`src/rtl/exec_issue_reg_pkg.sv`:
```
// Shared Y86 constants and the execute-stage control bundle used by the issue register.
// Pure definitions: no logic and no latency.
package exec_issue_reg_pkg;

    localparam int DATA_WID = 32;

    // Instruction codes
    localparam logic [3:0] I_HALT   = 4'h0;
    localparam logic [3:0] I_NOP    = 4'h1;
    localparam logic [3:0] I_RRMOVL = 4'h2;
    localparam logic [3:0] I_IRMOVL = 4'h3;
    localparam logic [3:0] I_RMMOVL = 4'h4;
    localparam logic [3:0] I_MRMOVL = 4'h5;
    localparam logic [3:0] I_OPL    = 4'h6;
    localparam logic [3:0] I_JXX    = 4'h7;
    localparam logic [3:0] I_CALL   = 4'h8;
    localparam logic [3:0] I_RET    = 4'h9;
    localparam logic [3:0] I_PUSHL  = 4'hA;
    localparam logic [3:0] I_POPL   = 4'hB;

    localparam logic [3:0] RNONE = 4'hF;

    // Pipeline status codes
    localparam logic [2:0] S_AOK = 3'd1;
    localparam logic [2:0] S_HLT = 3'd2;
    localparam logic [2:0] S_ADR = 3'd3;
    localparam logic [2:0] S_INS = 3'd4;

    typedef struct packed {
        logic [2:0] stat;
        logic [3:0] icode;
        logic [3:0] ifun;
        logic [3:0] dst_e;
        logic [3:0] dst_m;
    } e_ctrl_t;

    function automatic e_ctrl_t bubble_ctrl();
        e_ctrl_t c;
        c.stat  = S_AOK;
        c.icode = I_NOP;
        c.ifun  = 4'h0;
        c.dst_e = RNONE;
        c.dst_m = RNONE;
        return c;
    endfunction

endpackage

```
`src/rtl/exec_issue_reg_hazard_detect.sv`:
```
// Load/use and branch-mispredict detection against the instruction now in execute.
// Latency: combinational. Backpressure: none, pure function of its inputs.
module exec_issue_reg_hazard_detect
    import exec_issue_reg_pkg::*;
(
    input  logic [3:0] e_icode_i,
    input  logic [3:0] e_dstm_i,
    input  logic       e_cond_i,
    input  logic [3:0] d_srca_i,
    input  logic [3:0] d_srcb_i,
    output logic       load_use_o,
    output logic       mispredict_o
);

    logic is_load;

    assign is_load = (e_icode_i == I_MRMOVL) || (e_icode_i == I_POPL);

    // RNONE on the load's destination means nothing is written, so no source can depend on it.
    assign load_use_o = is_load && (e_dstm_i != RNONE) &&
                        ((e_dstm_i == d_srca_i) || (e_dstm_i == d_srcb_i));

    assign mispredict_o = (e_icode_i == I_JXX) && !e_cond_i;

endmodule

```
`src/rtl/exec_issue_reg.sv`:
```
// Decode-to-execute pipeline register with load/use stall, mispredict squash and bubble counter.
// Latency: one cycle d_* -> e_*. Backpressure: ext_stall or a non-AOK e_stat holds the register.
module exec_issue_reg
    import exec_issue_reg_pkg::*;
#(
    parameter int DATA_WID = exec_issue_reg_pkg::DATA_WID,
    parameter int CNT_WID  = 16
) (
    input  logic                clk,
    input  logic                rst_n,
    input  logic [2:0]          d_stat,
    input  logic [3:0]          d_icode,
    input  logic [3:0]          d_ifun,
    input  logic [DATA_WID-1:0] d_valA,
    input  logic [DATA_WID-1:0] d_valB,
    input  logic [DATA_WID-1:0] d_valC,
    input  logic [3:0]          d_dstE,
    input  logic [3:0]          d_dstM,
    input  logic [3:0]          d_srcA,
    input  logic [3:0]          d_srcB,
    input  logic                e_cond,
    input  logic                ext_stall,
    output logic [2:0]          e_stat,
    output logic [3:0]          e_icode,
    output logic [3:0]          e_ifun,
    output logic [DATA_WID-1:0] e_valA,
    output logic [DATA_WID-1:0] e_valB,
    output logic [DATA_WID-1:0] e_valC,
    output logic [3:0]          e_dstE,
    output logic [3:0]          e_dstM,
    output logic                stall_fd,
    output logic                squash_d,
    output logic [CNT_WID-1:0]  bubble_cnt
);

    e_ctrl_t             ctrl_q, ctrl_d;
    logic [DATA_WID-1:0] vala_q, vala_d;
    logic [DATA_WID-1:0] valb_q, valb_d;
    logic [DATA_WID-1:0] valc_q, valc_d;
    logic [CNT_WID-1:0]  cnt_q, cnt_d;

    logic load_use;
    logic mispredict;
    logic halted;
    logic hold;

    exec_issue_reg_hazard_detect u_hazard_detect (
        .e_icode_i    (ctrl_q.icode),
        .e_dstm_i     (ctrl_q.dst_m),
        .e_cond_i     (e_cond),
        .d_srca_i     (d_srcA),
        .d_srcb_i     (d_srcB),
        .load_use_o   (load_use),
        .mispredict_o (mispredict)
    );

    // A faulted instruction in execute freezes the pipe until reset.
    assign halted = (ctrl_q.stat != S_AOK);
    assign hold   = ext_stall || halted;

    always_comb begin
        ctrl_d = ctrl_q;
        vala_d = vala_q;
        valb_d = valb_q;
        valc_d = valc_q;
        cnt_d  = cnt_q;
        if (!hold) begin
            if (mispredict || load_use) begin
                ctrl_d = bubble_ctrl();
                vala_d = '0;
                valb_d = '0;
                valc_d = '0;
                if (cnt_q != {CNT_WID{1'b1}}) begin
                    cnt_d = cnt_q + CNT_WID'(1);
                end
            end else begin
                ctrl_d.stat  = d_stat;
                ctrl_d.icode = d_icode;
                ctrl_d.ifun  = d_ifun;
                ctrl_d.dst_e = d_dstE;
                ctrl_d.dst_m = d_dstM;
                vala_d       = d_valA;
                valb_d       = d_valB;
                valc_d       = d_valC;
            end
        end
    end

    always_ff @(posedge clk) begin
        if (!rst_n) begin
            ctrl_q <= bubble_ctrl();
            vala_q <= '0;
            valb_q <= '0;
            valc_q <= '0;
            cnt_q  <= '0;
        end else begin
            ctrl_q <= ctrl_d;
            vala_q <= vala_d;
            valb_q <= valb_d;
            valc_q <= valc_d;
            cnt_q  <= cnt_d;
        end
    end

    // A mispredict squashes the dependent load's consumer anyway, so no stall is needed then.
    assign stall_fd = halted || (load_use && !mispredict);
    assign squash_d = mispredict;

    assign e_stat     = ctrl_q.stat;
    assign e_icode    = ctrl_q.icode;
    assign e_ifun     = ctrl_q.ifun;
    assign e_dstE     = ctrl_q.dst_e;
    assign e_dstM     = ctrl_q.dst_m;
    assign e_valA     = vala_q;
    assign e_valB     = valb_q;
    assign e_valC     = valc_q;
    assign bubble_cnt = cnt_q;

endmodule

```
`config.mk`:
```
export PLATFORM = sky130hd
export DESIGN_NAME = exec_issue_reg
export DESIGN_NICKNAME = d
export VERILOG_FILES = /design/src/rtl/exec_issue_reg_pkg.sv /design/src/rtl/exec_issue_reg_hazard_detect.sv /design/src/rtl/exec_issue_reg.sv
export SDC_FILE = /design/constraint.sdc
export NUM_CORES = 1
export LEC_CHECK = 0
export ABC_AREA = 1
export ABC_CLOCK_PERIOD_IN_PS = 2920
export BUFFER_PORTS_ARGS = -buffer_cell sky130_fd_sc_hd__buf_4
export CAP_MARGIN = 10
export CORE_MARGIN = 2
export CORE_UTILIZATION = 45
export CTS_BUF_LIST = sky130_fd_sc_hd__clkbuf_8
export DETAILED_ROUTE_END_ITERATION = 10
export PLACE_DENSITY = 0.79
export SLEW_MARGIN = 20
export SYNTH_ARGS = -nofsm -noshare
export SYNTH_HDL_FRONTEND = slang
export SYNTH_HIERARCHICAL = 1
export SYNTH_SLANG_ARGS = --single-unit
```
`constraint.sdc`:
```
create_clock -name clk -period 2.92 [get_ports clk]
set_input_delay 0.438 -clock clk [delete_from_list [all_inputs] [get_ports clk]]
set_output_delay 0.438 -clock clk [all_outputs]
set_load 0.02 [all_outputs]
```
# Word-level counts from Yosys, hierarchy flattened
# Index checks and enable logic that the tools add are counted.
# word_totals
regBits,131
latch_bits,0
mem_bits_rw,0
romBits,0
out_inout_bits,133
memories,0
# classes
addsub,1
n_mul,0
div_mod_pow,0
magnitude_cmp,0
n_eq_ne,8
n_shift,0
n_mux,4
n_bitwise,1
reduce_logical,12
# ops
operator,n
32-bit two-way mux,3
19-bit two-way mux,1
"16-bit by 1-bit adder with 16-bit output, second input constant",1
"16-bit != test, second input constant",1
"4-bit by 3-bit == test with 1-bit output, second input constant",2
4-bit == test,2
1-bit logical OR,5
"4-bit == test, second input constant",1
1-bit logical AND,4
"4-bit != test, second input constant",1
"3-bit by 1-bit != test with 1-bit output, second input constant",1
3-bit AND reduction,1
1-bit logical NOT,2
1-bit inverter,1

# Longest topological paths before layout
# depth
word_depth,6
mapped_depth,13
mapped_depth_nobuf,13

# Modules after synthesis
# Netlist, hierarchy kept.
# modules_own_cells
mod,instances,cells_each,area_per_inst_um2,seq_area_each_um2
exec_issue_reg,1,665,5599.1,2622.5
exec_issue_reg_hazard_detect,1,52,210.2,0.0

# Worst setup path after synthesis
# No wires, ideal clock.
# synth_path
path_kind,register -> register
startpoint,register ctrl_q (netlist bit e_icode[2])
endpoint,"register valb_q[14], in the netlist e_valB[14]"
setup_time_ps,146
arrival_ps,1765
required_time_ps,2774
path_slack_ps,1009
path_stages_with_launch,10
cell_sequence,dfxtp_1 inv_1 nor2_1 nand3_1 nor2_1 nor2_4 buf_4 buf_2 nand3_2 a21oi_1
# synth_via
word_cells_on_any_way,9
classes_between,3 x eq/ne; 1 x mux; 5 x reduce/logical
# synth_rtl
element,line,source
"start, declared",exec_issue_reg.sv:36,"e_ctrl_t ctrl_q, ctrl_d;"
"start signal, assigned",exec_issue_reg.sv:91,ctrl_q <= bubble_ctrl();
"start signal, assigned",exec_issue_reg.sv:97,ctrl_q <= ctrl_d;
4-bit by 3-bit == test with 1-bit output,exec_issue_reg_hazard_detect.sv:23,assign mispredict_o = (e_icode_i == I_JXX) && !e_cond_i;
1-bit logical AND,exec_issue_reg_hazard_detect.sv:23,
net squash_d,exec_issue_reg.sv:32,"output logic squash_d,"
1-bit logical OR,exec_issue_reg.sv:68,if (mispredict || load_use) begin
32-bit two-way mux,exec_issue_reg.sv:68,
"end signal, assigned",exec_issue_reg.sv:99,valb_q <= valb_d;
"end, declared",exec_issue_reg.sv:38,"logic [DATA_WID-1:0] valb_q, valb_d;"
# The timed path passes the listed nets, and every way through them passes these cells.
# A chain may end at the register's enable or synchronous reset.

# Final worst setup path
# layout_path
startpoint,register ctrl_q (netlist bit e_dstM[1])
endpoint,output stall_fd
# layout_via
elab_chain_len,5
word_cells_on_any_way,8
classes_between,3 x eq/ne; 5 x reduce/logical
# layout_rtl
element,line,source
4-bit != test or 4-bit == test (tied branches),"exec_issue_reg_hazard_detect.sv:20, exec_issue_reg_hazard_detect.sv:21",
1-bit logical AND or 1-bit logical OR (tied branches),"exec_issue_reg_hazard_detect.sv:20, exec_issue_reg_hazard_detect.sv:21",
1-bit logical AND *,exec_issue_reg_hazard_detect.sv:20,assign load_use_o = is_load && (e_dstm_i != RNONE) &&
net load_use,exec_issue_reg.sv:42,logic load_use;
1-bit logical AND *,exec_issue_reg.sv:106,assign stall_fd = halted || (load_use && !mispredict);
1-bit logical OR *,exec_issue_reg.sv:106,
"end, declared",exec_issue_reg.sv:31,"output logic stall_fd,"
# Mark *: on every way through the listed nets, which the timed path passes. The rest lies on a longest branch.

==> results.sh <==
export IMPL_hold_path_class="primary input to flip-flop"
export IMPL_netlist_instances=717
export IMPL_p_int_mw=3.244
export IMPL_total_power_mw=4.645
export IMPL_firstDrtPassIters=5
export IMPL_hold_viol_final=0
export IMPL_cts_tree="done"
export IMPL_layout_commonest_cell="buf_4"
export IMPL_setup_violations=0
export IMPL_final_cell_mix="buf_4 (265), nand2_1 (186), dfxtp_1 (131)"
export IMPL_grt_pass1_vias=5289
export IMPL_pre_cts_slack_ns=0.8905
export IMPL_rsz0062_at_grt="no"
export IMPL_syn_avg_cell_area_sq_um=8.102
export IMPL_antenna_left=0
export IMPL_p_clk_frac=0.348
export IMPL_synth_compound_area_frac=0.1271
export IMPL_place_gp_congestion=0.8426
export IMPL_synth_seq_cells=131
export IMPL_powerDensity_nw_per_um2=567.9
export IMPL_crit_buf_inv=3
export IMPL_p_sw_mw=1.401
export IMPL_rows=41
export IMPL_synthXorXnorAreaFrac=0.007538
export IMPL_timing_worst_setup_path_type="flip-flop to primary output"
export IMPL_critPathRequiredTime_ns=2.48
export IMPL_grt_antenna_before_repair=0
export IMPL_syn_area_sq_um=5809
export IMPL_critPathMaxFanout=6
export IMPL_drv_cap=0
export IMPL_grt_usage=0.2370
export IMPL_cts_made_buffers=17
export IMPL_n_antenna_cell=0
export IMPL_critPathSlowestCell="dfxtp_1"
export IMPL_via_per_inst=5.022
export IMPL_cts_htree_levels=4
export IMPL_yosys_area_share_simple=0.3358
export IMPL_syn_num_nets=845
export IMPL_synth_top_family_by_area="simple AND/OR/NAND/NOR gates"
export IMPL_power_frac_comb=0.221
export IMPL_grt_pass1_wl_mm=26.65
export IMPL_hold_buffers=0
export IMPL_core_sq_um=12620
export IMPL_nets=1083
export IMPL_nFillCells=1142
export IMPL_cp_cell_sequence="inv_2, nand2_1, nand2_1, nor2_1, nand2_1, a21oi_2, inv_1, o21bai_1, buf_4"
export IMPL_outcome="finished, final reports clean"
export IMPL_start_util=0.4603
export IMPL_synth_cell_types=31
export IMPL_endpoint_kind="primary output"
export IMPL_crit_family="flip-flops"
export IMPL_grt_ovfl_total=0
export IMPL_drt_initial_drc_count=457
export IMPL_fin_crit_sh=0.7660
export IMPL_cts_resized=0
export IMPL_grt_max_degree=77
export IMPL_ir_worst_vdd_v=0.0002992
export IMPL_met3_usage=0.07655
export IMPL_fp_dieArea_sq_um=13830
export IMPL_swShare=0.3015
export IMPL_slew_viol_final=0
export IMPL_critPathMaxStageDelay_ns=0.46
export IMPL_clk_pin_slew_ns=0.08
export IMPL_placement_io_buffers=259
export IMPL_fmax_ghz=0.4471
export IMPL_setup_ws_ns=0.6833
export IMPL_finish_utilization=0.6481
export IMPL_cts_buffer_depth=2
export IMPL_drive_above_1_share=0.4112
export IMPL_worst_skew_pair_late_latency_ns=0.45
export IMPL_die_w_um=117.6
export IMPL_grt_met1_usage=0.2909
export IMPL_crit_path_frequent_cell="nand2_1"
export IMPL_vias=5725
export IMPL_yosys_warnings=6
export IMPL_leakage_nw=3.599
export IMPL_routed_wl_mm=16.64
export IMPL_cts_sinks=131
export IMPL_root_buffer="clkbuf_8"
export IMPL_cts_setup_buffers=0
export IMPL_synth_adder_area_share=0.002154
export IMPL_min_period_ns=2.237
export IMPL_drc=0
export IMPL_post_drt_wl_per_cell_um=14.60
export IMPL_critPathLaunchType="flip-flop"
export IMPL_ys_seq_area_frac=0.4514
export IMPL_muxShareOfSynthArea=0
export IMPL_worst_pin_slew_ns=0.6121
export IMPL_top_usage_layer="met2"
export IMPL_dp_final_hpwl_mm=11.69
export IMPL_die_h_um=117.6
export IMPL_final_setup_tns_ns=0
export IMPL_clock_skew_ns=0.009141
export IMPL_arrival_ns=1.80
export IMPL_top_level_ports=260
export IMPL_slew_headroom=0.5919
export IMPL_p_seq_frac=0.431
export IMPL_grtUsageMet2=0.3834
export IMPL_syn_to_final_growth_pct=40.79
registers in the layout, summed over array words and instances (netlist names):
| register | flops |
|---|---|
| e_valA | 32 |
| e_valB | 32 |
| e_valC | 32 |
| bubble_cnt | 16 |
| e_dstE | 4 |
| e_dstM | 4 |
| e_icode | 4 |
| e_ifun | 4 |
| e_stat | 3 |
power groups by stage:
stage	Clock (mW)	Sequential, mW	Combinational, mW
2_1_floorplan	0	2.20	0.459
3_3_place_gp	0	2.04	1.02
6_report	1.62	2.00	1.02
5_1_grt	1.72	2.02	1.11
3_5_place_dp	0	2.04	1.03
4_1_cts	1.65	2.00	1.03
synth_stat cells, drive strengths merged:
cell type	n	area, sq um
nand2	189	721.9
nand3	130	955.9
dfxtp	131	2623
nand3b	2	15.01
nand4	4	40.04
inv	27	101.3
buf	35	280.3
ha	1	12.51
clkbuf	15	56.30
o21ai	11	55.05
clkinv	1	3.750
xnor2	1	8.760
xor2	4	35.03
o31ai	1	7.510
o21bai	1	7.510
nor2	47	217.7
a21oi	117	668.1
through the flow:
stage | area [sq um] | cells | hold WS [ns]
floorplan | 5809 | 717 | 0.5402
global placement | 7759 | 1108 | 0.4529
CTS | 8179 | 1140 | 0.2002
global route | 8179 | 1140 | 0.2080
finish | 8179 | 1140 | 0.2282
detailed placement | 7759 | 1108 | 0.4571
worst min-delay path: stages:
cell     delay [ns]
buf_4          0.08
o21ai_0        0.07
nand3_1        0.06
routing by layer:
layer / vias up / part of all wire
met1: 2628 / 0.42
met4: 0 / 0.022
met3: 28 / 0.074
li1: 2843 / -
met2: 226 / 0.49
met5: - / 0
cell type report:
| cell class | instances | area (sq um) | share of cell area |
|---|---|---|---|
| clock buffers | 19 | 261.5 | 0.03197 |
| inverters | 28 | 106.4 | 0.01300 |
| clock inverters | 13 | 158.9 | 0.01943 |
| repair buffers | 269 | 2069 | 0.2530 |
| multi-input cells | 508 | 2745 | 0.3356 |
| flip-flops and latches | 131 | 2623 | 0.3206 |
| well taps | 172 | 215.2 | 0.02631 |
path summary, 6_finish.rpt:
kind,from,endpoint,slack [ns],cells past startpoint
hold / removal,d_dstE[2],e_dstE[2],0.23,3
setup reg to reg,e_dstM[1],bubble_cnt[3],0.93,12
setup / recovery,e_dstM[1],stall_fd,0.68,9
hold reg to reg,e_valB[16],e_valB[16],0.47,2
cells by family after synthesis:
logic type	Yosys count
AND/OR/NAND/NOR	372
XOR/XNOR	5
buffers and inverters	78
flip-flops	131
AO/OA/AOI/OAI	130
adder cells (fa/ha/maj)	1
No activity file was read; power rests on OpenSTA's default activity.
